## config.mk

```make
export PLATFORM = sky130hd
export DESIGN_NAME = imem_loader
export DESIGN_NICKNAME = d
export VERILOG_FILES = /design/src/rtl/imem_loader_pkg.sv /design/src/rtl/imem_loader_byte_packer.sv /design/src/rtl/imem_loader.sv
export SDC_FILE = /design/constraint.sdc
export NUM_CORES = 1
export LEC_CHECK = 0
export ABC_AREA = 1
export CORE_MARGIN = 4
export CORE_UTILIZATION = 39
export DETAILED_ROUTE_END_ITERATION = 6
export PLACE_DENSITY = 0.77
export SLEW_MARGIN = 20
export SYNTH_ARGS = -nofsm -noshare
export SYNTH_HDL_FRONTEND = slang
export SYNTH_SLANG_ARGS = --single-unit
```

## constraint.sdc

```tcl
create_clock -name clk -period 2 [get_ports clk]
set_input_delay 0.6 -clock clk [delete_from_list [all_inputs] [get_ports clk]]
set_output_delay 0.6 -clock clk [all_outputs]
set_load 0.05 [all_outputs]
```

## src/rtl/imem_loader_pkg.sv

```systemverilog
// rtl/imem_loader_pkg.sv - shared types and frame constants for the instruction memory loader
//
// Purpose: state enum for the loader FSM and the fixed frame geometry.
// Ports: none (package).
package imem_loader_pkg;

  typedef enum logic [2:0] {
    S_CNT0  = 3'd0,
    S_CNT1  = 3'd1,
    S_DATA  = 3'd2,
    S_WRITE = 3'd3,
    S_CSUM  = 3'd4,
    S_DONE  = 3'd5,
    S_ERR   = 3'd6
  } state_t;

  localparam int CNT_BYTES      = 2;
  localparam int BYTES_PER_WORD = 4;

endpackage

```

## src/rtl/imem_loader_byte_packer.sv

```systemverilog
// rtl/imem_loader_byte_packer.sv - assembles little-endian bytes into a 32-bit word
//
// Purpose: writes each loaded byte into its byte lane of a 32-bit word register.
// Ports:
//   clk     - clock
//   rst     - synchronous active-low reset (word clears to 0)
//   load    - write byte_in into lane this edge
//   lane    - byte lane, 0 = bits [7:0]
//   byte_in - byte to store
//   word    - assembled word
module byte_packer (
  input  logic        clk,
  input  logic        rst,
  input  logic        load,
  input  logic [1:0]  lane,
  input  logic [7:0]  byte_in,
  output logic [31:0] word
);

  always_ff @(posedge clk) begin
    if (!rst) begin
      word <= 32'h0;
    end else if (load) begin
      word[{lane, 3'b000} +: 8] <= byte_in;
    end
  end

endmodule

```

## src/rtl/imem_loader.sv

```systemverilog
// rtl/imem_loader.sv - loads a checksummed byte frame into instruction memory
//
// Purpose: receives CNT_LO, CNT_HI, 4*N data bytes and a CSUM byte, writes the
// N words to imem from BASE_ADDR upward and releases the core only when the
// checksum matches.
// Ports:
//   clk, rst               - clock, synchronous active-low reset
//   rx_valid/rx_data/rx_ready - byte stream handshake
//   mem_addr/mem_data      - imem write address (word aligned) and data
//   mem_wr, mem_en         - one-cycle write strobe (identical)
//   cpu_hold               - 1 keeps the core in reset
//   done, error            - sticky completion / failure flags
//   words_loaded           - words written so far
module imem_loader
  import imem_loader_pkg::*;
#(
  parameter logic [31:0] BASE_ADDR = 32'h0,
  parameter int          MAX_WORDS = 1024
) (
  input  logic        clk,
  input  logic        rst,
  input  logic        rx_valid,
  input  logic [7:0]  rx_data,
  output logic        rx_ready,
  output logic [31:0] mem_addr,
  output logic [31:0] mem_data,
  output logic        mem_wr,
  output logic        mem_en,
  output logic        cpu_hold,
  output logic        done,
  output logic        error,
  output logic [15:0] words_loaded
);

  localparam logic [16:0] MAX_W = 17'(MAX_WORDS);

  state_t      state, state_next;
  logic [7:0]  cnt_lo;
  logic [15:0] count;
  logic [7:0]  sum;
  logic [1:0]  byte_idx;
  logic        accept;

  assign accept = rx_valid && rx_ready;

  // All outputs decode from state or come straight from registers.
  assign rx_ready = (state == S_CNT0) || (state == S_CNT1) ||
                    (state == S_DATA) || (state == S_CSUM);
  assign mem_wr   = (state == S_WRITE);
  assign mem_en   = mem_wr;
  assign done     = (state == S_DONE);
  assign error    = (state == S_ERR);
  assign cpu_hold = (state != S_DONE);
  assign mem_addr = BASE_ADDR + {14'd0, words_loaded, 2'b00};

  byte_packer u_packer (
    .clk     (clk),
    .rst     (rst),
    .load    (accept && (state == S_DATA)),
    .lane    (byte_idx),
    .byte_in (rx_data),
    .word    (mem_data)
  );

  always_ff @(posedge clk) begin
    if (!rst) begin
      state        <= S_CNT0;
      cnt_lo       <= 8'h0;
      count        <= 16'h0;
      sum          <= 8'h0;
      byte_idx     <= 2'd0;
      words_loaded <= 16'h0;
    end else begin
      state <= state_next;
      // The checksum byte itself is never folded into the running sum.
      if (accept && (state != S_CSUM)) begin
        sum <= sum + rx_data;
      end
      if (accept && (state == S_CNT0)) begin
        cnt_lo <= rx_data;
      end
      if (accept && (state == S_CNT1)) begin
        count <= {rx_data, cnt_lo};
      end
      if (accept && (state == S_DATA)) begin
        byte_idx <= byte_idx + 2'd1;
      end
      if (state == S_WRITE) begin
        words_loaded <= words_loaded + 16'd1;
      end
    end
  end

  always_comb begin
    state_next = state;
    case (state)
      S_CNT0: begin
        if (accept) state_next = S_CNT1;
      end
      S_CNT1: begin
        if (accept) begin
          if ({1'b0, rx_data, cnt_lo} > MAX_W) state_next = S_ERR;
          else if ({rx_data, cnt_lo} == 16'h0) state_next = S_CSUM;
          else state_next = S_DATA;
        end
      end
      S_DATA: begin
        if (accept && (byte_idx == 2'(BYTES_PER_WORD - 1))) state_next = S_WRITE;
      end
      S_WRITE: begin
        // words_loaded still holds the pre-increment value here.
        if ((words_loaded + 16'd1) == count) state_next = S_CSUM;
        else state_next = S_DATA;
      end
      S_CSUM: begin
        if (accept) state_next = (rx_data == sum) ? S_DONE : S_ERR;
      end
      S_DONE:  state_next = S_DONE;
      S_ERR:   state_next = S_ERR;
      default: state_next = S_ERR;
    endcase
  end

endmodule

```

==> results.json, run 1 <==
{
  "slowest_delay_ns": 0.38,
  "grt_pass1_wl_um": 20000,
  "worstPathArrival_ns": 1.34,
  "share_of_post_route_cells_with_drive_strength_above_1_pct": 24.8,
  "wl_per_cell_um": 12.9,
  "rows": 39,
  "antennaDiodeCount": 0,
  "part_of_the_cycle_the_worst_path_needs_pct": 96.8,
  "start_util_pct": 40.5,
  "regToRegEndpoint": "state[1]$_SDFFE_PN0P_",
  "firstDrtPassIters": 6,
  "cp_max_fo": 7,
  "final_max_slew_viol_count": 0,
  "area.growth.synth_to_final_pct": 36.0,
  "insertion_delay_ns": 0.33,
  "grt_pass1_vias": 4192,
  "numClockSinks": 85,
  "rsz0062_at_grt": "true",
  "finish.cell_count_without_fillers": 948,
  "clk_pin_slew_ns": 0.07,
  "drt_wl_total_um": 12200,
  "ys_seq_elements": 85,
  "yosysUniqueCellTypes": 35,
  "pwr_density_cell_nw_per_um2": 978,
  "critical_path.startpoint_type": "flop",
  "routabilityCongestion": 0.888,
  "number_of_antenna_violations_at_the_first_check_in_global_routing": 0,
  "crit_required_ns": 1.40,
  "postSynth.topFlopCell": "dfxtp_1",
  "worstSetupEndpoint": "cpu_hold",
  "detailedPlace.worstSlack_ns": -0.523,
  "cts-root-to-sink-buffers": 2,
  "holdBufCountCts": 0,
  "fill_cell_instance_count_of_the_final_layout": 1077,
  "critical_path_end_type": "output port",
  "grt_max_degree": 39,
  "fin_worst_skew_ns": 0.00647,
  "synth_enable_flop_cells": 0,
  "final_antenna_net_count": 0,
  "globalRouteOverflowTotal": 0,
  "post_synth_inst_count": 683,
  "mostFrequentLayoutCell": "nand2_1",
  "worstPathCellList": "inv_1 > nor2_4 > inv_2 > nor2_4 > inv_1 > buf_6",
  "synth-async-reset-ratio_pct": 0,
  "hold_viol": 0,
  "period_minus_slack_ns": 1.94,
  "dieArea_um2": 13900,
  "grt_usage_pct": 17.1,
  "setup.worst_path.class": "flop to output port",
  "yosys_warnings": 0,
  "final_cell_mix": "140 x nand2_1, 116 x buf_4, 79 x a21oi_1",
  "timing.hold.worst.class": "flop to flop",
  "drt_iter0_drc": 296,
  "hpwlAfterDp_um": 9280,
  "result_of_the_run": "complete, no violations",
  "core_area_um2": 11600,
  "io-pin-count": 97,
  "drc": 0,
  "placed_cells_incl_taps": 930,
  "floorplan.die.height_um": 118,
  "vias": 4714,
  "synth.yosys.seq_area_share_pct": 36.2,
  "seq_area_um2": 1720,
  "tritoncts": "built",
  "p_leak_nw": 2.85,
  "die-width_um": 118,
  "report.final.setup_viol": 0,
  "post_drt_via_cell_ratio": 4.97,
  "design.final.nets": 825,
  "vdd_drop_max_v": 0.000549,
  "min_setup_slack_post_route_ns": 0.0633,
  "tns_ns": 0,
  "count_of_h_tree_levels_built_during_cts": 3,
  "worstReg2RegStart": "words_loaded[4]$_SDFFE_PN0P_",
  "rr_worst_depth": 14,
  "placement.io_buffers": 80,
  "fmax_mhz": 516,
  "regToRegSetupSlack_ns": 0.07,
  "numCtsBuffers": 9,
  "crit_start": "state[0]$_SDFFE_PN0P_",
  "total_power_mw": 6.25,
  "syn_area_um2": 4700,
  "crit_slowest_cell": "dfxtp_4",
  "syn-mean-instance-area_um2": 6.88,
  "multi_input_area_um2": 2510,
  "reported_max_cap_violation_count": 0,
  "root_buffer": "clkbuf_16"
}
sequential cells by signal (all words and copies together) (netlist names):
| name | count |
|---|---|
| byte_idx | 2 |
| u_packer.word | 32 |
| state | 3 |
| cnt_lo | 8 |
| count | 16 |
| words_loaded | 16 |
| sum | 8 |
how the worst min path moves through the flow:
stage | end | start | slack, ns | cells past startpoint
after global placement | u_packer.word[8]$_SDFFE_PN0P_ | u_packer.word[8]$_SDFFE_PN0P_ | 0.45 | 2
after detailed placement | u_packer.word[8]$_SDFFE_PN0P_ | u_packer.word[8]$_SDFFE_PN0P_ | 0.46 | 2
after floorplan | cnt_lo[4]$_SDFFE_PN0P_ | cnt_lo[4]$_SDFFE_PN0P_ | 0.44 | 2
final | u_packer.word[8]$_SDFFE_PN0P_ | u_packer.word[8]$_SDFFE_PN0P_ | 0.46 | 2
after global routing | u_packer.word[3]$_SDFFE_PN0P_ | u_packer.word[3]$_SDFFE_PN0P_ | 0.48 | 2
after CTS | u_packer.word[8]$_SDFFE_PN0P_ | u_packer.word[8]$_SDFFE_PN0P_ | 0.47 | 2
critical path: cells and delay by family, from the launching register on:
| family | cells | cell delay, ns |
|---|---|---|
| AND/OR/NAND/NOR | 2 | 0.26 |
| buffers and inverters | 4 | 0.36 |
| flip-flops | 1 | 0.38 |
layer usage:
| metal | share of wire, % | up-vias | global-route usage, % |
|---|---|---|---|
| li1 | - | 2439 | - |
| met1 | 45 | 2106 | 22.5 |
| met2 | 48 | 155 | 28.4 |
| met3 | 6.1 | 14 | 3.60 |
| met4 | 1.3 | 0 | 4.62 |
| met5 | 0 | - | 0 |
Yosys cell counts, types with 4 or more instances:
| master | count | area share (%) |
|---|---|---|
| inv_1 | 79 | 6.3 |
| nand4_1 | 13 | 1.7 |
| a21oi_1 | 79 | 8.4 |
| o211ai_1 | 6 | 0.96 |
| xor2_1 | 8 | 1.5 |
| or3_1 | 12 | 1.6 |
| buf_4 | 33 | 5.3 |
| o21ai_0 | 50 | 5.3 |
| nor3_1 | 4 | 0.43 |
| dfxtp_1 | 85 | 36 |
| or3b_2 | 6 | 1.1 |
| nor2_1 | 54 | 4.3 |
| nand3_1 | 51 | 5.4 |
| nand2_1 | 143 | 11 |
| ha_1 | 13 | 3.5 |
| clkbuf_1 | 18 | 1.4 |
repair_timing:
| item | CTS | global route |
|---|---|---|
| endpoints found under the hold margin | 0 | 0 |
| pin swaps | 2 | 7 |
| gates resized for setup | 11 | 32 |
| setup buffers | 0 | 2 |
| endpoints found under the setup margin | 10 | 12 |
through the flow:
stage                     instance area (um2)  hold slack (ns)  util, %
final                                    6400            0.464     55.1
after global routing                     6400            0.482     55.1
after CTS                                6270            0.466     54.0
after detailed placement                 5950            0.456     51.2
after global placement                   5950            0.454     51.2
after floorplan                          4770            0.441        -
power by group:
group          internal, mW  total (mW)  switching (mW)  leakage (nW)
Sequential             1.93        2.15           0.218         0.697
Clock                 0.897        1.61           0.711         0.142
Combinational         0.966        2.50            1.53          2.01
logic make-up after synthesis:
family	Yosys count	synth area share, %
XOR/XNOR	10	2.16
flip-flops	85	36.2
buffers and inverters	139	14.0
AND/OR/NAND/NOR	294	28.2
other	1	0.0798
adder cells (fa/ha/maj)	14	3.89
AO/OA/AOI/OAI	140	15.5
layout make-up:
class / instances / area share (%)
sequential: 85 / 27.0
inverter: 84 / 4.93
tap: 143 / 2.80
timing repair buffer: 146 / 21.4
clock buffer: 10 / 3.74
clock inverter: 6 / 0.841
multi-input combinational: 474 / 39.3
Note: power is estimated with default switching activity, not from simulation.
==> run 2, diff against run 1 <==
Settings changed: PLACE_DENSITY 0.77 to 0.66.
==> run 2 against run 1 <==
Against the previous run: maximum frequency rose by 0.69%; non-clock buffer count rose by 14; wire length rose by 4.7%; first-iteration DRC count fell by 2.4%; count of clock-buffer cells in the layout rose by 1; design area rose by 1.9%; clock skew rose by 0.0028 ns; critical endpoint unchanged.
==> results.json, run 2 (synthesis gave the netlist of run 1 again) <==
{
  "result_of_the_run": "complete, no violations",
  "number_of_antenna_violations_at_the_first_check_in_global_routing": 0,
  "wl_per_cell_um": 13.3,
  "clk_pin_slew_ns": 0.07,
  "fmax_mhz": 520,
  "start_util_pct": 40.5,
  "fin_worst_skew_ns": 0.00922,
  "vdd_drop_max_v": 0.000457,
  "reported_max_cap_violation_count": 0,
  "tritoncts": "built",
  "report.final.setup_viol": 0,
  "regToRegEndpoint": "state[2]$_SDFFE_PN0P_",
  "crit_slowest_cell": "dfxtp_4",
  "placed_cells_incl_taps": 941,
  "part_of_the_cycle_the_worst_path_needs_pct": 96.2,
  "slowest_delay_ns": 0.38,
  "setup.worst_path.class": "flop to output port",
  "hold_viol": 0,
  "root_buffer": "clkbuf_16",
  "firstDrtPassIters": 5,
  "placement.io_buffers": 80,
  "vias": 4810,
  "regToRegSetupSlack_ns": 0.09,
  "floorplan.die.height_um": 118,
  "worstPathCellList": "inv_1 > nor2_4 > inv_2 > nor2_4 > inv_1 > buf_4",
  "worstReg2RegStart": "words_loaded[1]$_SDFFE_PN0P_",
  "final_antenna_net_count": 0,
  "drc": 0,
  "die-width_um": 118,
  "critical_path_end_type": "output port",
  "grt_pass1_wl_um": 21100,
  "flip_flop_count_of_the_largest_register_all_copies_and_words_added": 32,
  "hpwlAfterDp_um": 9860,
  "routabilityCongestion": 0.898,
  "min_setup_slack_post_route_ns": 0.0766,
  "post_drt_via_cell_ratio": 5.00,
  "cp_max_fo": 7,
  "p_leak_nw": 2.94,
  "share_of_post_route_cells_with_drive_strength_above_1_pct": 25.9,
  "rsz0062_at_grt": "true",
  "detailedPlace.worstSlack_ns": -0.528,
  "count_of_h_tree_levels_built_during_cts": 3,
  "drt_iter0_drc": 289,
  "tns_ns": 0,
  "reg_top3": "u_packer.word (32), count (16), words_loaded (16)",
  "rows": 39,
  "crit_required_ns": 1.40,
  "numCtsBuffers": 9,
  "hold_path_end": "u_packer.word[11]$_SDFFE_PN0P_",
  "numClockSinks": 85,
  "cts-root-to-sink-buffers": 2,
  "timing.hold.worst.class": "flop to flop",
  "rr_worst_depth": 12,
  "mostFrequentLayoutCell": "nand2_1",
  "final_max_slew_viol_count": 0,
  "critical_path.startpoint_type": "flop",
  "finish.cell_count_without_fillers": 962,
  "area.growth.synth_to_final_pct": 38.6,
  "core_area_um2": 11600,
  "insertion_delay_ns": 0.34,
  "worstPathArrival_ns": 1.32,
  "final_cell_mix": "141 x nand2_1, 131 x buf_4, 78 x a21oi_1",
  "hold_depth": 2,
  "grt_pass1_vias": 4692,
  "io-pin-count": 97,
  "globalRouteOverflowTotal": 0,
  "pwr_density_cell_nw_per_um2": 997,
  "grt_max_degree": 38,
  "period_minus_slack_ns": 1.92,
  "crit_start": "state[0]$_SDFFE_PN0P_",
  "registers.top_by_ff_count": "u_packer.word",
  "grt_usage_pct": 18.0,
  "dieArea_um2": 13900,
  "antennaDiodeCount": 0,
  "design.final.nets": 839,
  "drt_wl_total_um": 12800,
  "holdCritStartpoint": "u_packer.word[11]$_SDFFE_PN0P_"
}
==> run 2: cell count changes in the layout (fill, tap and decap cells not counted), sizes merged <==
cell,before,now
inv,85,82
clkbuf,10,11
bufinv,0,2
clkdlybuf4s50,5,4
dlygate4sd2,1,2
buf,136,150
==> run 2: worst max path at each step <==
stage                                  to  slack (ns)  cells past startpoint
finish                           cpu_hold        0.08                      6
global route        state[2]$_SDFFE_PN0P_       -0.06                     12
floorplan                        cpu_hold       -0.07                      5
global placement      sum[6]$_SDFFE_PN0P_       -0.47                     12
CTS                   sum[6]$_SDFFE_PN0P_       -0.05                     12
detailed placement    sum[6]$_SDFFE_PN0P_       -0.53                     12
==> run 2: power by group <==
part,switching (mW),internal [mW]
combinational,1.54,1.01
clock,0.700,1.10
sequential,0.221,1.93
total,2.46,4.04
==> run 2: critical path, delay by kind of cell (launching register included) <==
family / cells / cell delay (ns)
AND/OR/NAND/NOR: 2 / 0.22
buffers and inverters: 4 / 0.38
flip-flops: 1 / 0.38
==> run 2: repair_timing <==
item,in CTS,in global routing
pin swaps,2,18
endpoints found under the setup margin,8,12
resized for setup,10,34
hold buffers,0,0
setup buffers,1,4
==> run 2: final cells by class <==
cell class / count / area (um2)
sequential: 85 / 1720
clock inverter: 5 / 85.1
clock buffer: 11 / 233
inverter: 84 / 315
tap: 143 / 179
fill: 1091 / 5100
timing repair buffer: 160 / 1460
multi-input combinational: 474 / 2520
==> run 2: layer usage <==
layer	global-route usage, %	part of all wire, %
met1	22.0	44
met3	4.90	5.7
met5	0	0
met4	7.18	2.4
met2	30.2	48
==> run 2: per-stage QoR <==
step / power [mW] / util [%] / cell area [um2] / hold WS [ns]
floorplan: 3.73 / - / 4770 / 0.441
global placement: 4.54 / 51.8 / 6020 / 0.457
detailed placement: 4.59 / 51.8 / 6020 / 0.457
CTS: 6.43 / 54.8 / 6370 / 0.467
global route: 6.88 / 56.1 / 6520 / 0.482
finish: 6.50 / 56.1 / 6520 / 0.463
